==> src/rtl/pwm_ramp_ctrl.sv <==
// pwm_ramp_ctrl -- walks the duty ratio applied to the pwm block toward a
// requested target in bounded steps (soft start/stop). Each step is issued
// as a level request (o_pwm_update/o_pwm_ratio) held until the pwm block
// acknowledges with i_pwm_done. A fixed hold time follows each acknowledged
// step. A step that is never acknowledged times out and parks the ramp.
//
// Optional feature macro: PWM_RAMP_BRAKE_EN (adds i_brake emergency stop).
//
// Ports
//   i_clock          main clock
//   i_reset          synchronous, active-high reset
//   i_enable         allow new steps to start
//   i_target_ratio   requested duty (out of 255)
//   i_target_valid   strobe: latch i_target_ratio, clear o_timeout_err
//   i_brake          emergency stop to ratio 0 (PWM_RAMP_BRAKE_EN only)
//   i_pwm_done       pulse from pwm: requested ratio applied
//   o_pwm_ratio      ratio presented to pwm, stable while o_pwm_update high
//   o_pwm_update     level request to pwm, held until i_pwm_done
//   o_current_ratio  last ratio acknowledged by pwm
//   o_ramp_busy      high in any state other than IDLE
//   o_ramp_done      1-cycle pulse when current ratio reaches the target
//   o_timeout_err    sticky: a step timed out
//
// State table
//   ST_IDLE | waiting; decides the next step when enabled and off target
//   ST_REQ  | request outstanding; waits for pwm_done or timeout
//   ST_HOLD | settling time after an acknowledged step

module pwm_ramp_ctrl #(
    parameter int RAMP_STEP    = 4,
    parameter int HOLD_CYCLES  = 256,
    parameter int DONE_TIMEOUT = 1024
) (
    input  logic       i_clock,
    input  logic       i_reset,
    input  logic       i_enable,
    input  logic [7:0] i_target_ratio,
    input  logic       i_target_valid,
`ifdef PWM_RAMP_BRAKE_EN
    input  logic       i_brake,
`endif
    input  logic       i_pwm_done,
    output logic [7:0] o_pwm_ratio,
    output logic       o_pwm_update,
    output logic [7:0] o_current_ratio,
    output logic       o_ramp_busy,
    output logic       o_ramp_done,
    output logic       o_timeout_err
);

    localparam int CNT_MAX = (DONE_TIMEOUT > HOLD_CYCLES) ? DONE_TIMEOUT : HOLD_CYCLES;
    localparam int CW      = $clog2(CNT_MAX + 1);
    localparam logic [CW-1:0] TO_LOAD   = CW'(DONE_TIMEOUT - 1);
    localparam logic [CW-1:0] HOLD_LOAD = CW'(HOLD_CYCLES - 1);
    localparam logic [8:0]    STEP9     = 9'(RAMP_STEP);

    typedef enum logic [1:0] {
        ST_IDLE = 2'd0,
        ST_REQ  = 2'd1,
        ST_HOLD = 2'd2
    } state_t;

    state_t          r_state, w_state_n;
    logic [7:0]      r_target, w_target_n;
    logic [7:0]      r_current, w_current_n;
    logic [7:0]      r_pwm_ratio, w_ratio_n;
    logic            r_pwm_update, w_update_n;
    logic            r_ramp_done, w_done_n;
    logic            r_timeout_err, w_err_n;
    logic [CW-1:0]   r_cnt, w_cnt_n;

    logic            w_brake;
    logic            w_up;
    logic [8:0]      w_cur9, w_tgt9, w_diff9, w_step9, w_next9;
    logic [7:0]      w_next8;

`ifdef PWM_RAMP_BRAKE_EN
    assign w_brake = i_brake;
`else
    assign w_brake = 1'b0;
`endif

    // Step arithmetic in 9 bits so the clamp against the remaining distance
    // can never wrap; the saturation on bit 8 is a guard only.
    assign w_cur9  = {1'b0, r_current};
    assign w_tgt9  = {1'b0, r_target};
    assign w_up    = (w_tgt9 > w_cur9);
    assign w_diff9 = w_up ? (w_tgt9 - w_cur9) : (w_cur9 - w_tgt9);
    assign w_step9 = (w_diff9 < STEP9) ? w_diff9 : STEP9;
    assign w_next9 = w_up ? (w_cur9 + w_step9) : (w_cur9 - w_step9);
    assign w_next8 = w_next9[8] ? 8'hFF : w_next9[7:0];

    always_comb begin
        w_state_n   = r_state;
        w_target_n  = r_target;
        w_current_n = r_current;
        w_ratio_n   = r_pwm_ratio;
        w_update_n  = r_pwm_update;
        w_done_n    = 1'b0;
        w_err_n     = r_timeout_err;
        w_cnt_n     = r_cnt;

        case (r_state)
            ST_IDLE: begin
                if (i_enable && !r_timeout_err && (r_current != r_target) && !w_brake) begin
                    w_ratio_n  = w_next8;
                    w_update_n = 1'b1;
                    w_cnt_n    = TO_LOAD;
                    w_state_n  = ST_REQ;
                end
            end
            ST_REQ: begin
                if (i_pwm_done) begin
                    w_current_n = r_pwm_ratio;
                    w_update_n  = 1'b0;
                    w_done_n    = (r_pwm_ratio == r_target);
                    w_cnt_n     = HOLD_LOAD;
                    w_state_n   = ST_HOLD;
                end else if (r_cnt == '0) begin
                    w_err_n    = 1'b1;
                    w_update_n = 1'b0;
                    w_state_n  = ST_IDLE;
                end else begin
                    w_cnt_n = r_cnt - 1'b1;
                end
            end
            ST_HOLD: begin
                if (r_cnt == '0) begin
                    w_state_n = ST_IDLE;
                end else begin
                    w_cnt_n = r_cnt - 1'b1;
                end
            end
            default: begin
                w_update_n = 1'b0;
                w_state_n  = ST_IDLE;
            end
        endcase

        // A new target is only latched; any in-flight step still finishes.
        if (i_target_valid && !w_brake) begin
            w_target_n = i_target_ratio;
            w_err_n    = 1'b0;
        end

`ifdef PWM_RAMP_BRAKE_EN
        // Brake jumps straight to a single zero request. The zero request
        // itself is left to run so a held brake does not keep restarting it.
        if (i_brake) begin
            w_target_n = 8'd0;
            if (!((r_state == ST_REQ) && (r_pwm_ratio == 8'd0))) begin
                w_current_n = r_current;
                w_done_n    = 1'b0;
                w_err_n     = r_timeout_err;
                if ((r_current != 8'd0) && !r_timeout_err) begin
                    w_ratio_n  = 8'd0;
                    w_update_n = 1'b1;
                    w_cnt_n    = TO_LOAD;
                    w_state_n  = ST_REQ;
                end else begin
                    w_update_n = 1'b0;
                    w_cnt_n    = '0;
                    w_state_n  = ST_IDLE;
                end
            end
        end
`endif
    end

    always_ff @(posedge i_clock) begin
        if (i_reset) begin
            r_state       <= ST_IDLE;
            r_target      <= 8'd0;
            r_current     <= 8'd0;
            r_pwm_ratio   <= 8'd0;
            r_pwm_update  <= 1'b0;
            r_ramp_done   <= 1'b0;
            r_timeout_err <= 1'b0;
            r_cnt         <= '0;
        end else begin
            r_state       <= w_state_n;
            r_target      <= w_target_n;
            r_current     <= w_current_n;
            r_pwm_ratio   <= w_ratio_n;
            r_pwm_update  <= w_update_n;
            r_ramp_done   <= w_done_n;
            r_timeout_err <= w_err_n;
            r_cnt         <= w_cnt_n;
        end
    end

    assign o_pwm_ratio     = r_pwm_ratio;
    assign o_pwm_update    = r_pwm_update;
    assign o_current_ratio = r_current;
    assign o_ramp_busy     = (r_state != ST_IDLE);
    assign o_ramp_done     = r_ramp_done;
    assign o_timeout_err   = r_timeout_err;

endmodule

==> config.mk <==
export PLATFORM = sky130hd
export DESIGN_NAME = pwm_ramp_ctrl
export DESIGN_NICKNAME = d
export VERILOG_FILES = /design/src/rtl/pwm_ramp_ctrl.sv
export SDC_FILE = /design/constraint.sdc
export NUM_CORES = 1
export LEC_CHECK = 0
export ABC_AREA = 1
export CELL_PAD_IN_SITES_DETAIL_PLACEMENT = 0
export CELL_PAD_IN_SITES_GLOBAL_PLACEMENT = 1
export CORE_MARGIN = 4
export CORE_UTILIZATION = 44
export CTS_CLUSTER_SIZE = 20
export DETAILED_ROUTE_END_ITERATION = 8
export PLACE_DENSITY = 0.94
export SETUP_SLACK_MARGIN = 0.3
export SYNTH_ARGS = -nofsm -noshare
export SYNTH_HDL_FRONTEND = slang
export SYNTH_SLANG_ARGS = --single-unit
==> constraint.sdc <==
create_clock -name i_clock -period 5.99 [get_ports i_clock]
set_clock_uncertainty 0.2 [all_clocks]
set_input_delay 1.797 -clock i_clock [delete_from_list [all_inputs] [get_ports i_clock]]
set_output_delay 1.797 -clock i_clock [all_outputs]
set_load 0.005 [all_outputs]
# After elaboration in Yosys (flattened, before gate mapping)
# Index checks and enable logic that the tools add are counted.
# Widths: inputs -> output; s select.
[classes]
n_addsub = 5
magnitude_cmp = 2
eq_ne = 6
mux = 16
bitwise_logic = 3
n_reduce_logical = 14
[op_table]
columns = ["cell", "n"]
rows = [
  ["$mux 11", 3],
  ["$pmux 11 s3", 1],
  ["$mux 9", 3],
  ["$sub 8x8->9", 2],
  ["$logic_not 11->1", 1],
  ["$sub 11x1->11 const B", 1],
  ["$add 8x9->9", 1],
  ["$lt 9x3->1 const B", 1],
  ["$sub 8x9->9", 1],
  ["$eq 8x8->1", 1],
  ["$gt 8x8->1", 1],
  ["$mux 8", 1],
  ["$ne 8x8->1", 1],
  ["$mux 2", 3],
  ["$pmux 2 s3", 1],
  ["$reduce_and 2->1", 3],
  ["$reduce_and 3->1", 2],
  ["$mux 1", 3],
  ["$ne 3x3->1 const B", 1],
  ["$not 1->1", 3],
  ["$pmux 1 s3", 1],
  ["$reduce_bool 3->1", 1],
  ["$reduce_or 3->1", 1],
  ["$eq 2x1->1 const B", 1],
  ["7 further kinds", 8],
]
[word_totals]
register_bits = 40
input_bits = 13
output_inout_bits = 20
elab_cells = 54

# Longest topological paths before layout
[depth]
depth_word = 7
mapped_depth = 32
depth_no_buf = 31

# Worst setup path before layout
# Ideal clock, no wire load.
[synth_path]
path_type = "flip-flop to flip-flop"
from = "register r_current[0] (netlist: o_current_ratio[0])"
to = "register r_pwm_ratio[5] (netlist: o_pwm_ratio[5])"
setup_time_ns = 0.109
arrival_ns = 3.531
required_ns = 5.681
setup_slack_ns = 2.150
path_stages_with_launch = 30
path_buffers = 0
period_less_slack_ns = 3.840
path_cell_list = "dfxtp_1 > inv_1 > ha_1 > inv_1 > fa_1 > nand3_1 > nand3_1 > nand2_1 > nand3_1 > nand2_1 > inv_1 > nor2_2 > nand2_4 > nand2_4 > inv_1 > nor2_1 > inv_1 > ha_1 > nor2_1 > o21ai_0 > ha_1 > a21oi_1 > nand2_1 > a21oi_1 > o21ai_0 > xor2_1 > nor2_1 > nand3_1 > nand2_1 > inv_1"
[synth_between]
elab_chain_cells = 7
word_cells_on_any_way = 13
cone_classes = "4 x add/sub; 2 x order compare; 1 x eq/ne; 4 x mux; 2 x reduce/logical"
[synth_rtl]
columns = ["element", "line", "rtl"]
rows = [
  ["start, declared", "65", "logic [7:0] r_current, w_current_n;"],
  ["start signal, assigned", "183", "r_current <= w_current_n;"],
  ["$sub 8x8->9 / $gt 8x8->1 (equally long branches)", "88, 87", ""],
  ["$mux 9", "88", "assign w_diff9 = w_up ? (w_tgt9 - w_cur9) : (w_cur9 - w_tgt9);"],
  ["$lt 9x3->1", "89", "assign w_step9 = (w_diff9 < STEP9) ? w_diff9 : STEP9;"],
  ["$mux 9", "89", ""],
  ["$sub 8x9->9 / $add 8x9->9 (equally long branches)", "90", "assign w_next9 = w_up ? (w_cur9 + w_step9) : (w_cur9 - w_step9);"],
  ["$mux 9", "90", ""],
  ["$mux 8", "91", "assign w_next8 = w_next9[8] ? 8'hFF : w_next9[7:0];"],
  ["end signal, assigned", "184", "r_pwm_ratio <= w_ratio_n;"],
  ["end, declared", "66", "logic [7:0] r_pwm_ratio, w_ratio_n;"],
]
# Several ways; a longest one is shown, not always the timed one.
# A chain may end at the register's enable or synchronous reset.

# Final worst setup path
[layout_path]
from = "register r_current[2] (netlist: o_current_ratio[2])"
to = "register r_pwm_ratio[6] (netlist: o_pwm_ratio[6])"
# Same word-level chain as after synthesis.

==> impl_metrics.yaml <==
clock_network:
  cts.reportedPaths.clkPinSlew_ns: 0.08
  post_cts_buffers: 0
  htree_num_levels: 2
  cts_root_buffer: "clkbuf_8"
  cts.path.max_buffers: 2
  ctsHoldBuffers: 0
  worstSkewPairLatency_ns: 0.30
  cts_made_buffers: 5
  cts_sinks: 40
  cts_resized: 0
  cts_tree: "done"
setup_path:
  rr_startpoint: "o_current_ratio[2]"
  critPathSlowestCell: "ha_1"
  reg2reg_slack_ns: 1.46
  crit_top_cell: "nand2_1"
  crit_start: "o_current_ratio[2]"
  startpoint_type: "register"
  max_stage_delay_ns: 0.47
  crit_required_ns: 6.00
  crit_fanout: 11
  setup.worst_path.class: "reg2reg"
  cp_data_arrival_time_ns: 4.54
  worstSetupEndpointType: "register"
timing:
  setup_slack_ns: 1.458
  relSlewSlack_pct: 44.87
  finalHoldViolCount: 0
  min_period_over_period_pct: 75.66
  fin_setup_tns_ns: 0
  setup_violations: 0
  rsz0062_at_grt: "false"
  slew_violations: 0
  max_freq_ghz: 0.2206
  tightestPinTransition_ns: 0.8244
  period_needed_ns: 4.532
power_and_ir_drop:
  max-vdd-ir-drop_uv: 154.8
  leakage_nw: 1.836
  powerDensity_nw_per_um2: 285.8
final_layout:
  fin_nets: 579
  layout-drive-gt1-share_pct: 6.180
  nFillCells: 773
  n_antenna_cell: 0
  multi_input_area_sq_um: 2095
  ff_latch_area_sq_um: 800.8
  fin_util_pct: 51.96
  final_cell_area_sq_um: 3789
  syn_to_final_growth_pct: 14.05
routing:
  wirelength_mm: 8.682
  final_antenna_net_count: 0
  drc: 0
  dr.pass1.iters: 4
  drt_iter0_drc: 200
  vias: 3253
  vias_per_cell: 5.139
  wl_per_cell_um: 13.72
global_routing:
  antenna_found_initial: 0
  grt_pass1_vias: 3133
  overflow: 0
  grt_start_max_net_pins: 22
  track_usage_pct: 19.91
  grt_pass1_wl_mm: 14.18
logic_synthesis:
  ys_ff_latch: 40
  syn_avg_cell_area_sq_um: 6.565
  yosysSeqAreaShare_pct: 24.11
  synthArstFlopShare_pct: 0
  synth_fp_nets: 552
  synth_cell_types: 39
  synth_area_sq_um: 3322
  yosys_most_used_dff: "dfxtp_1"
  synthCells: 506
  yosysMostFrequentCell: "nand2_1"
  yosysTopAreaCell: "dfxtp_1"
  synthTopCellsByCount: "nand2_1, inv_1, a21oi_1, dfxtp_1, o21ai_0"
  yosysWarnings: 0
  synth_area_leaders: "dfxtp_1, nand2_1, ha_1, inv_1, a21oi_1"
  synth_edf_count: 0
  synth_top_area_share_pct: 24.11
die:
  rows: 31
  die_w_um: 94.89
  start_util_pct: 45.56
  die_y_um: 94.89
  io_pins: 33
  die_area_sq_um: 9004
  design.core.area_sq_um: 7292
worst_hold_path:
  worstHoldStart: "r_cnt[10]"
  hold_class: "reg2reg"
placed_design:
  io_buffers: 32
  placed_area_sq_um: 3696
  place_ws_ns: 1.524
  routabilityCongestion: 0.9729
  dpl.hpwl_mm: 6.819
job:
  maxCapViolations: 0
status:
  outcome: "complete, no violations"
through the flow:
step                      total power [mW]  instances  hold slack (ns)
after global placement              0.8803        625           0.2795
after floorplan                     0.7476        506           0.2485
final                                1.083        633           0.2988
after CTS                            1.081        633           0.2953
after global routing                 1.173        633           0.3252
after detailed placement            0.8895        625           0.2840
worst max-delay path, delay by kind of cell, from the launching register on:
| family | cells | cell delay, ns |
|---|---|---|
| AO/OA/AOI/OAI | 3 | 0.41 |
| flip-flops | 1 | 0.44 |
| AND/OR/NAND/NOR | 16 | 1.73 |
| adder cells (fa/ha/maj) | 3 | 1.04 |
| XOR/XNOR | 1 | 0.15 |
| buffers and inverters | 5 | 0.44 |
cell type report:
| type | count | area share (%) |
|---|---|---|
| clock inverters | 2 | 0.2642 |
| flip-flops and latches | 40 | 21.14 |
| multi-input cells | 359 | 55.28 |
| clock buffers | 6 | 2.180 |
| well taps | 99 | 3.269 |
| inverters | 95 | 9.412 |
| repair buffers | 32 | 8.454 |
state kept, by name (all words and copies together), names as in the netlist:
register / cells
o_current_ratio: 8
o_pwm_ratio: 8
o_pwm_update: 1
o_ramp_done: 1
o_timeout_err: 1
r_cnt: 11
r_state: 2
r_target: 8
cell usage in the layout, fill, tap and decap left out, drive strengths merged, types with 6 or more instances in the layout:
| master | count |
|---|---|
| nand2 | 112 |
| inv | 94 |
| a21oi | 52 |
| o21ai | 46 |
| dfxtp | 40 |
| nand3 | 38 |
| nor2 | 36 |
| clkdlybuf4s50 | 32 |
| ha | 30 |
| xor2 | 13 |
| nand4 | 11 |
| clkbuf | 6 |
layer usage:
metal / GRT usage [%] / vias to the layer above / share of wire, %
met3: 2.470 / 19 / 3.2
met1: 23.65 / 1496 / 45
li1: - / 1679 / -
met5: 0 / - / 0
met2: 36.70 / 59 / 50
met4: 6.611 / 0 / 1.9
logic make-up after synthesis:
group                      after synthesis  synth area share, %
DFF                                     40                24.11
and+or+nand+nor                        205                28.47
adders and majority gates               33                13.11
AOI/OAI and AO/OA                      104                16.99
buffers and inverters                  107                12.84
xor gates and xnor gates                17                4.482
power breakdown:
part,switching [mW],leakage (nW),total [mW],internal [mW]
sequential,0.0414,0.331,0.345,0.304
combinational,0.333,1.45,0.544,0.211
clock,0.102,0.0510,0.194,0.0921
path summary, 6_finish.rpt:
check | end | cells past startpoint
setup / recovery | o_pwm_ratio[6] | 28
hold / removal | r_cnt[10] | 2
setup reg to reg | o_pwm_ratio[6] | 28
hold reg to reg | r_cnt[10] | 2
Power figures use the tool's default switching activity.
